==> config.mk <==
export PLATFORM = sky130hd
export DESIGN_NAME = upio_in_cond_flat
export DESIGN_NICKNAME = d
export VERILOG_FILES = /design/src/rtl/upio_in_cond_pkg.sv /design/src/rtl/upio_in_cond_if.sv /design/src/rtl/upio_in_cond_bit_deb.sv /design/src/rtl/upio_in_cond.sv /design/src/flat_wrapper.sv
export SDC_FILE = /design/constraint.sdc
export NUM_CORES = 1
export LEC_CHECK = 0
export ABC_AREA = 1
export BUFFER_PORTS_ARGS = -buffer_cell sky130_fd_sc_hd__buf_2
export CELL_PAD_IN_SITES_DETAIL_PLACEMENT = 1
export CELL_PAD_IN_SITES_GLOBAL_PLACEMENT = 2
export CORE_MARGIN = 2
export CORE_UTILIZATION = 31
export CTS_BUF_LIST = sky130_fd_sc_hd__clkbuf_4 sky130_fd_sc_hd__clkbuf_8
export DETAILED_ROUTE_END_ITERATION = 6
export PLACE_DENSITY = 0.76
export SYNTH_ARGS = -nofsm -noshare
export SYNTH_HDL_FRONTEND = slang
export SYNTH_SLANG_ARGS = --single-unit
==> constraint.sdc <==
create_clock -name clk_i -period 1.3 [get_ports clk_i]
set_clock_uncertainty 0.05 [all_clocks]
set_input_delay 0.39 -clock clk_i [delete_from_list [all_inputs] [get_ports clk_i]]
set_output_delay 0.39 -clock clk_i [all_outputs]
set_load 0.005 [all_outputs]
==> src/rtl/upio_in_cond_pkg.sv <==
// Shared types and default parameters for the upio input conditioning stage.
package upio_in_cond_pkg;

  typedef enum logic {
    STABLE,
    COUNTING
  } deb_state_e;

  localparam int unsigned DefaultSyncStages = 2;
  localparam int unsigned DefaultDebCycles  = 8;

endpackage

==> src/rtl/upio_in_cond_if.sv <==
// Pad-side and plugin-side signal bundle of the upio input conditioning stage.
interface upio_in_cond_if #(
  parameter int unsigned WIDTH = 8
);

  logic [WIDTH-1:0] pad_in_i;
  logic [WIDTH-1:0] deb_en_i;
  logic [WIDTH-1:0] irq_rise_i;
  logic [WIDTH-1:0] irq_fall_i;
  logic [WIDTH-1:0] pend_clr_i;
  logic [WIDTH-1:0] upio_in_o;
  logic [WIDTH-1:0] rise_o;
  logic [WIDTH-1:0] fall_o;
  logic [WIDTH-1:0] pend_o;
  logic             int_o;

  modport slave (
    input  pad_in_i, deb_en_i, irq_rise_i, irq_fall_i, pend_clr_i,
    output upio_in_o, rise_o, fall_o, pend_o, int_o
  );

  modport master (
    output pad_in_i, deb_en_i, irq_rise_i, irq_fall_i, pend_clr_i,
    input  upio_in_o, rise_o, fall_o, pend_o, int_o
  );

endinterface

==> src/rtl/upio_in_cond_bit_deb.sv <==
// One upio bit: pad synchroniser, debounce FSM with stability counter, edge pulse flops.
module upio_bit_deb
  import upio_in_cond_pkg::*;
#(
  parameter int unsigned SYNC_STAGES = DefaultSyncStages,
  parameter int unsigned DEB_CNT_W   = 4,
  parameter int unsigned DEB_CYCLES  = DefaultDebCycles
) (
  input  logic clk_i,
  input  logic rst_n,
  input  logic pad_i,
  input  logic deb_en_i,
  output logic out_o,
  output logic rise_o,
  output logic fall_o
);

  localparam logic [DEB_CNT_W-1:0] DebLast = DEB_CNT_W'(DEB_CYCLES - 1);

  logic [SYNC_STAGES-1:0] sync_q;
  logic                   s;
  deb_state_e             state_q;
  logic [DEB_CNT_W-1:0]   cnt_q;
  logic                   out_q, rise_q, fall_q;

  always_ff @(posedge clk_i or negedge rst_n) begin
    if (!rst_n) begin
      sync_q <= '0;
    end else begin
      sync_q <= {sync_q[SYNC_STAGES-2:0], pad_i};
    end
  end

  assign s = sync_q[SYNC_STAGES-1];

  // Edge flops follow out_q on the same edge so the pulse coincides with the new level.
  always_ff @(posedge clk_i or negedge rst_n) begin
    if (!rst_n) begin
      state_q <= STABLE;
      cnt_q   <= '0;
      out_q   <= 1'b0;
      rise_q  <= 1'b0;
      fall_q  <= 1'b0;
    end else begin
      rise_q <= 1'b0;
      fall_q <= 1'b0;
      if (!deb_en_i) begin
        state_q <= STABLE;
        cnt_q   <= '0;
        if (s != out_q) begin
          out_q  <= s;
          rise_q <= s;
          fall_q <= ~s;
        end
      end else begin
        unique case (state_q)
          STABLE: begin
            if (s != out_q) begin
              if (DEB_CYCLES == 1) begin
                out_q  <= s;
                rise_q <= s;
                fall_q <= ~s;
              end else begin
                state_q <= COUNTING;
                cnt_q   <= DEB_CNT_W'(1);
              end
            end
          end
          COUNTING: begin
            if (s == out_q) begin
              state_q <= STABLE;
              cnt_q   <= '0;
            end else if (cnt_q == DebLast) begin
              out_q   <= s;
              rise_q  <= s;
              fall_q  <= ~s;
              state_q <= STABLE;
              cnt_q   <= '0;
            end else begin
              cnt_q <= cnt_q + 1'b1;
            end
          end
          default: begin
            state_q <= STABLE;
            cnt_q   <= '0;
          end
        endcase
      end
    end
  end

  assign out_o  = out_q;
  assign rise_o = rise_q;
  assign fall_o = fall_q;

endmodule

==> src/rtl/upio_in_cond.sv <==
// upio pad input conditioning: per-bit sync/debounce/edge detect plus optional edge interrupts.
// Edge interrupt logic is built only when UPIO_IN_COND_IRQ_EN is defined.
module upio_in_cond
  import upio_in_cond_pkg::*;
#(
  parameter int unsigned WIDTH       = 8,
  parameter int unsigned SYNC_STAGES = DefaultSyncStages,
  parameter int unsigned DEB_CNT_W   = 4,
  parameter int unsigned DEB_CYCLES  = DefaultDebCycles
) (
  input logic           clk_i,
  input logic           rst_n,
  upio_in_cond_if.slave bus
);

  logic [WIDTH-1:0] out_w, rise_w, fall_w;

  for (genvar gi = 0; gi < WIDTH; gi++) begin : g_bit
    upio_bit_deb #(
      .SYNC_STAGES (SYNC_STAGES),
      .DEB_CNT_W   (DEB_CNT_W),
      .DEB_CYCLES  (DEB_CYCLES)
    ) u_bit (
      .clk_i    (clk_i),
      .rst_n    (rst_n),
      .pad_i    (bus.pad_in_i[gi]),
      .deb_en_i (bus.deb_en_i[gi]),
      .out_o    (out_w[gi]),
      .rise_o   (rise_w[gi]),
      .fall_o   (fall_w[gi])
    );
  end

  assign bus.upio_in_o = out_w;
  assign bus.rise_o    = rise_w;
  assign bus.fall_o    = fall_w;

`ifdef UPIO_IN_COND_IRQ_EN
  logic [WIDTH-1:0] pend_q, pend_d;
  logic             int_q;

  // Set terms are ORed after the clear so a coincident edge keeps the bit pending.
  always_comb begin
    pend_d = (pend_q & ~bus.pend_clr_i) | (rise_w & bus.irq_rise_i) | (fall_w & bus.irq_fall_i);
  end

  always_ff @(posedge clk_i or negedge rst_n) begin
    if (!rst_n) begin
      pend_q <= '0;
      int_q  <= 1'b0;
    end else begin
      pend_q <= pend_d;
      int_q  <= |pend_q;
    end
  end

  assign bus.pend_o = pend_q;
  assign bus.int_o  = int_q;
`else
  logic unused_irq;
  assign unused_irq = ^{bus.irq_rise_i, bus.irq_fall_i, bus.pend_clr_i};
  assign bus.pend_o = '0;
  assign bus.int_o  = 1'b0;
`endif

endmodule

==> src/flat_wrapper.sv <==
// flat-port wrapper written by rule: the top's interface ports become plain ports
module upio_in_cond_flat import upio_in_cond_pkg::*;
#(
  parameter int unsigned WIDTH       = 8,
  parameter int unsigned SYNC_STAGES = DefaultSyncStages,
  parameter int unsigned DEB_CNT_W   = 4,
  parameter int unsigned DEB_CYCLES  = DefaultDebCycles
)
  (clk_i, rst_n, bus_pad_in_i, bus_deb_en_i, bus_irq_rise_i, bus_irq_fall_i, bus_pend_clr_i, bus_upio_in_o, bus_rise_o, bus_fall_o, bus_pend_o, bus_int_o);
  upio_in_cond_if #(.WIDTH(WIDTH)) bus_i ();
  input logic clk_i;
  input logic rst_n;
  input wire logic [$bits(bus_i.pad_in_i)-1:0] bus_pad_in_i;
  input wire logic [$bits(bus_i.deb_en_i)-1:0] bus_deb_en_i;
  input wire logic [$bits(bus_i.irq_rise_i)-1:0] bus_irq_rise_i;
  input wire logic [$bits(bus_i.irq_fall_i)-1:0] bus_irq_fall_i;
  input wire logic [$bits(bus_i.pend_clr_i)-1:0] bus_pend_clr_i;
  output wire logic [$bits(bus_i.upio_in_o)-1:0] bus_upio_in_o;
  output wire logic [$bits(bus_i.rise_o)-1:0] bus_rise_o;
  output wire logic [$bits(bus_i.fall_o)-1:0] bus_fall_o;
  output wire logic [$bits(bus_i.pend_o)-1:0] bus_pend_o;
  output wire logic [$bits(bus_i.int_o)-1:0] bus_int_o;
  assign bus_i.pad_in_i = bus_pad_in_i;
  assign bus_i.deb_en_i = bus_deb_en_i;
  assign bus_i.irq_rise_i = bus_irq_rise_i;
  assign bus_i.irq_fall_i = bus_irq_fall_i;
  assign bus_i.pend_clr_i = bus_pend_clr_i;
  assign bus_upio_in_o = bus_i.upio_in_o;
  assign bus_rise_o = bus_i.rise_o;
  assign bus_fall_o = bus_i.fall_o;
  assign bus_pend_o = bus_i.pend_o;
  assign bus_int_o = bus_i.int_o;
  upio_in_cond #(.WIDTH(WIDTH), .SYNC_STAGES(SYNC_STAGES), .DEB_CNT_W(DEB_CNT_W), .DEB_CYCLES(DEB_CYCLES)) u_core (.clk_i(clk_i), .rst_n(rst_n), .bus(bus_i));
endmodule
Word level (Yosys, flattened, before mapping)
Cells that the tools add are included.

word-level totals
  logic and storage cells = 344
  input port bits = 42
  register bits = 80

cells by class
  bitwise operators = 16
  eq/ne operators = 56
  add/sub/neg operators = 8
  muxes and demuxes = 200
  reductions and logical operators = 16

operators with widths
  kind                   number
  $mux W1                152
  $mux W4                32
  $pmux W4 S2            8
  $add A4 B1 Y4 const B  8
  $eq A4 B3 Y1 const B   8
  $ne A2 B1 Y1 const B   16
  $reduce_and A4 Y1      8
  $ne A3 B3 Y1 const B   8
  $ne A2 B2 Y1 const B   8
  $not A1 Y1             16
  $pmux W1 S2            8
  $reduce_bool A2 Y1     8
  $eq A1 B1 Y1           8
  $ne A1 B1 Y1           8

Logic depth before layout (Yosys ltp)
  depth in word-level cells = 5
  gate-level depth with buffers = 8
  mapped depth without buffers = 8

Cells and area by module
Synthesis repeated with hierarchy kept, for this count alone.

unflattened totals
  cells, all modules = 442
  area total of the unflattened synthesis = 3834.9 sq um

by module, submodules not included
  module        area an instance (sq um)  cells each  instances
  upio_bit_deb  470.5                     54          8
  upio_in_cond  71.3                      10          1

Worst setup path before layout
No wires, ideal clock.

  path type = reg-to-reg
  from = register u_core.g_bit[0].u_bit.out_q
  to = register u_core.g_bit[0].u_bit.cnt_q[2]
  slack = -0.001 ns
  arrival time = 1.168 ns
  period minus slack after synthesis = 1.301 ns
  path buffers = 0
  stages on the path, launching flop included = 7
  cells stage by stage = dfrtp_1 inv_1 ha_1 inv_1 nor3_1 nand2_1 o21ai_0

on the way
  cells in the longest elaborated chain, start to end = 4
  elaborated cells between the ends (all ways) = 6
  classes of those cells = eq/ne: 3; mux: 3

RTL lines
  element                 line                        text
  from (decl)             upio_in_cond_bit_deb.sv:24  logic out_q, rise_q, fall_q;
  from (signal assigned)  upio_in_cond_bit_deb.sv:51  out_q <= s;
  from (signal assigned)  upio_in_cond_bit_deb.sv:60  out_q <= s;
  from (signal assigned)  upio_in_cond_bit_deb.sv:74  out_q <= s;
  $eq A1 B1 Y1            upio_in_cond_bit_deb.sv:70  if (s == out_q) begin
  $mux W4                 upio_in_cond_bit_deb.sv:70
  $pmux W4 S2             upio_in_cond_bit_deb.sv:56  unique case (state_q)
  $mux W4                 upio_in_cond_bit_deb.sv:47  if (!deb_en_i) begin
  to (signal assigned)    upio_in_cond_bit_deb.sv:80  cnt_q <= cnt_q + 1'b1;
  to (decl)               upio_in_cond_bit_deb.sv:23  logic [DEB_CNT_W-1:0] cnt_q;

Several ways; a longest one is shown, not always the timed one.
A chain may end at the register's enable or synchronous reset.

Worst setup path after layout
  from = register u_core.g_bit[1].u_bit.out_q
  to = output port bus_upio_in_o[1]

RTL lines
  element                 line                        text
  from (decl)             upio_in_cond_bit_deb.sv:24
  from (signal assigned)  upio_in_cond_bit_deb.sv:51
  from (signal assigned)  upio_in_cond_bit_deb.sv:60
  from (signal assigned)  upio_in_cond_bit_deb.sv:74
  to (decl)               flat_wrapper.sv:18          output wire logic [$bits(bus_i.upio_in_o)-1:0] bus_upio_in_o;

No word-level cell between the ends.

==> impl_metrics.tcl <==
set metrics [dict create \
    clock_sinks 80 \
    drt_iter0_drc 85 \
    yosysMostFrequentCell "nand2_1" \
    yosys-top-cells-count "162 x nand2_1, 80 x dfrtp_1, 64 x inv_1, 41 x nand3_1, 33 x buf_4" \
    worstPathArrival_ps 1010 \
    period_share_pct 112 \
    synthMuxAreaShare_pct 0 \
    ir_drop_v 0.000868 \
    grt_setup_unrepaired "true" \
    cts_root_buffer "clkbuf_8" \
    die_area_mm2 0.0138 \
    grt_pass1_wl_um 15100 \
    synth_xor_area_share_pct 1.75 \
    drtPass1Iterations 4 \
    yosysTopAreaCellShare_pct 50.1 \
    violations "setup timing" \
    synth_flop_cell "dfrtp_1" \
    fin_ws_ps -150 \
    grt_start_max_net_pins 81 \
    n_antenna_cell 0 \
    drt_wl_total_um 8740 \
    slew_viol_final 0 \
    gp_congestion 0.787 \
    synth_compound_area_share_pct 1.60 \
    fin_nets 617 \
    synth_edf_count 0 \
    antenna_found_initial 0 \
    ys_warn_count 0 \
    final-hold-violation-count 0 \
    drv_cap 0 \
    first_global_vias 3300 \
    drcViolationCount 0 \
    synth_async_sr_flop_share_pct 100 \
    initial_core_util_pct 31.6 \
    cts_buffer_depth 2 \
    ff_latch_area_mm2 0.00200 \
    p_leak_nw 2.79 \
    start_kind "register" \
    finalSetupViolations 14 \
    period_needed_ps 1450 \
    powerDensity_mw_per_mm2 1650 \
    coreArea_mm2 0.0126 \
    path_clk_slew_ps 90 \
    overflow 0 \
    wire_per_inst_um 12.0 \
    h-tree-depth 3 \
    synth_top_area_cell "dfrtp_1" \
    fmax_ghz 0.689 \
    multi_input_area_mm2 0.00183 \
    dp_hpwl_um 6210 \
    cts_tree "yes" \
    dp_cells 694 \
    ios 75 \
    clock_latency_ps 370 \
    n_fill_cell 1502 \
    ys_seq_elements 80 \
    drive_gt1_share_pct 32.7 \
    synth_area_leaders "dfrtp_1 50%, nand2_1 15%, ha_1 7.5%" \
    numCtsBuffers 9 \
    worst_setup_path_end_kind "output pin" \
    vias_per_cell 4.36 \
    yosysSeqAreaShare_pct 50.1 \
    ys_types 19 \
    avgSynthCellArea_um2 8.46 \
    ant_nets 0 \
    port-buffer-count 41 \
    critPathRequiredTime_ps 860 \
    synth_fa_ha_area_share_pct 7.52 \
    final_cells 728 \
    syn_area_mm2 0.00399 \
    synth_top_family_by_area "simple AND/OR/NAND/NOR gates" \
    syn_inst 472 \
    die_w_um 117 \
    min_path_type "in -> reg" \
    finalPower_mw 8.65 \
    fin_util_pct 41.5 \
    crit_type "reg -> out" \
    die_y_um 117 \
    num_vias 3172 \
    grt_usage_pct 13.3 \
    syn_to_final_growth_pct 31.0 \
    status "complete, but fails checks" \
    yosys.area_share.simple_pct 26.5 \
    rows 41 \
    worst_hold_slack_ps 72.7 \
    critPathMaxFanout 2 \
]
-- cell type report --
cell class | count | share of cell area, %
clock inverter | 5 | 1.55
sequential | 80 | 38.3
inverter | 66 | 4.93
multi-input combinational | 301 | 35.1
tap | 172 | 4.11
timing repair buffer | 93 | 13.4
clock buffer | 11 | 2.65
-- worst max-delay path, stage by stage, from the launching register on --
cell and delay (ps):
dfrtp_1 410, buf_6 130, buf_6 100
-- per-layer routing --
metal / GRT usage [%] / routed length (um) / up-vias
met5: 0 / 0 / -
met4: 3.61 / 91 / 0
met3: 4.51 / 323 / 5
met2: 22.6 / 4400 / 48
met1: 16.2 / 3930 / 1511
li1: - / - / 1608
-- worst paths after layout --
check / from / endpoint / slack (ps) / cells after the start
max in group asynchronous: rst_n / u_core.g_bit[4].u_bit.cnt_q[1] / 320 / 3
min in group asynchronous: rst_n / u_core.g_bit[0].u_bit.out_o / 530 / 3
worst min register to register: u_core.g_bit[3].u_bit.sync_q[0] / u_core.g_bit[3].u_bit.sync_q[1] / 310 / 0
worst max register to register: u_core.g_bit[0].u_bit.out_o / u_core.g_bit[0].u_bit.cnt_q[2] / -10 / 7
worst max-delay path: u_core.g_bit[1].u_bit.out_o / bus_upio_in_o[1] / -150 / 2
worst min-delay path: bus_pad_in_i[1] / u_core.g_bit[1].u_bit.sync_q[0] / 70 / 1
-- state kept, by name (all words and copies together), names as in the netlist --
signal and cells:
u_core.g_bit.u_bit.rise_o 8, u_core.g_bit.u_bit.sync_q 16, u_core.g_bit.u_bit.fall_o 8, u_core.g_bit.u_bit.state_q 8
u_core.g_bit.u_bit.out_o 8, u_core.g_bit.u_bit.cnt_q 32
-- kinds of logic (layout without fill, tap and decap cells) --
family                     Yosys count  after routing
and+or+nand+nor                    248            248
adders and majority gates           24             24
other                                1              9
DFF                                 80             80
AOI/OAI and AO/OA                   12             12
buffers and inverters               99            175
xor gates and xnor gates             8              8
-- power by group --
| group | switching (mW) | total, mW | internal (mW) |
|---|---|---|---|
| logic | 1.56 | 3.34 | 1.78 |
| clock network | 0.927 | 2.05 | 1.12 |
| registers | 0.357 | 3.26 | 2.90 |
| total | 2.84 | 8.65 | 5.81 |
-- metrics by stage --
| step | area (um^2) | setup WS [ps] | setup TNS, ps |
|---|---|---|---|
| 3_5_place_dp | 4500 | -76.1 | -749 |
| 2_1_floorplan | 4050 | 35.6 | 0 |
| 3_3_place_gp | 4500 | -20.9 | -82.4 |
| 5_1_grt | 5230 | -216 | -3420 |
| 6_report | 5230 | -150 | -1140 |
| 4_1_cts | 4990 | -171 | -1610 |
-- cell usage in the layout (no fill, tap or decap), drive strengths merged, types with 6 or more instances in the layout --
cell type	Yosys	final
inv	66	66
nor3	6	6
buf	33	92
dfrtp	80	80
nand2	165	165
clkbuf	0	11
conb	1	9
nor2	14	14
xnor2	8	8
nand3	41	41
ha	24	24
nand4	22	22
o21ai	9	9
-- what timing repair did --
action / CTS / global route
cloned: 0 / 0
resized for setup: 47 / 60
buffers inserted: 9 / 9
endpoints found under the setup margin: 66 / 78
hold buffers: 1 / 0
pin swaps: 14 / 25
endpoints found under the hold margin: 5 / 0
No activity file was read; power rests on OpenSTA's default activity.
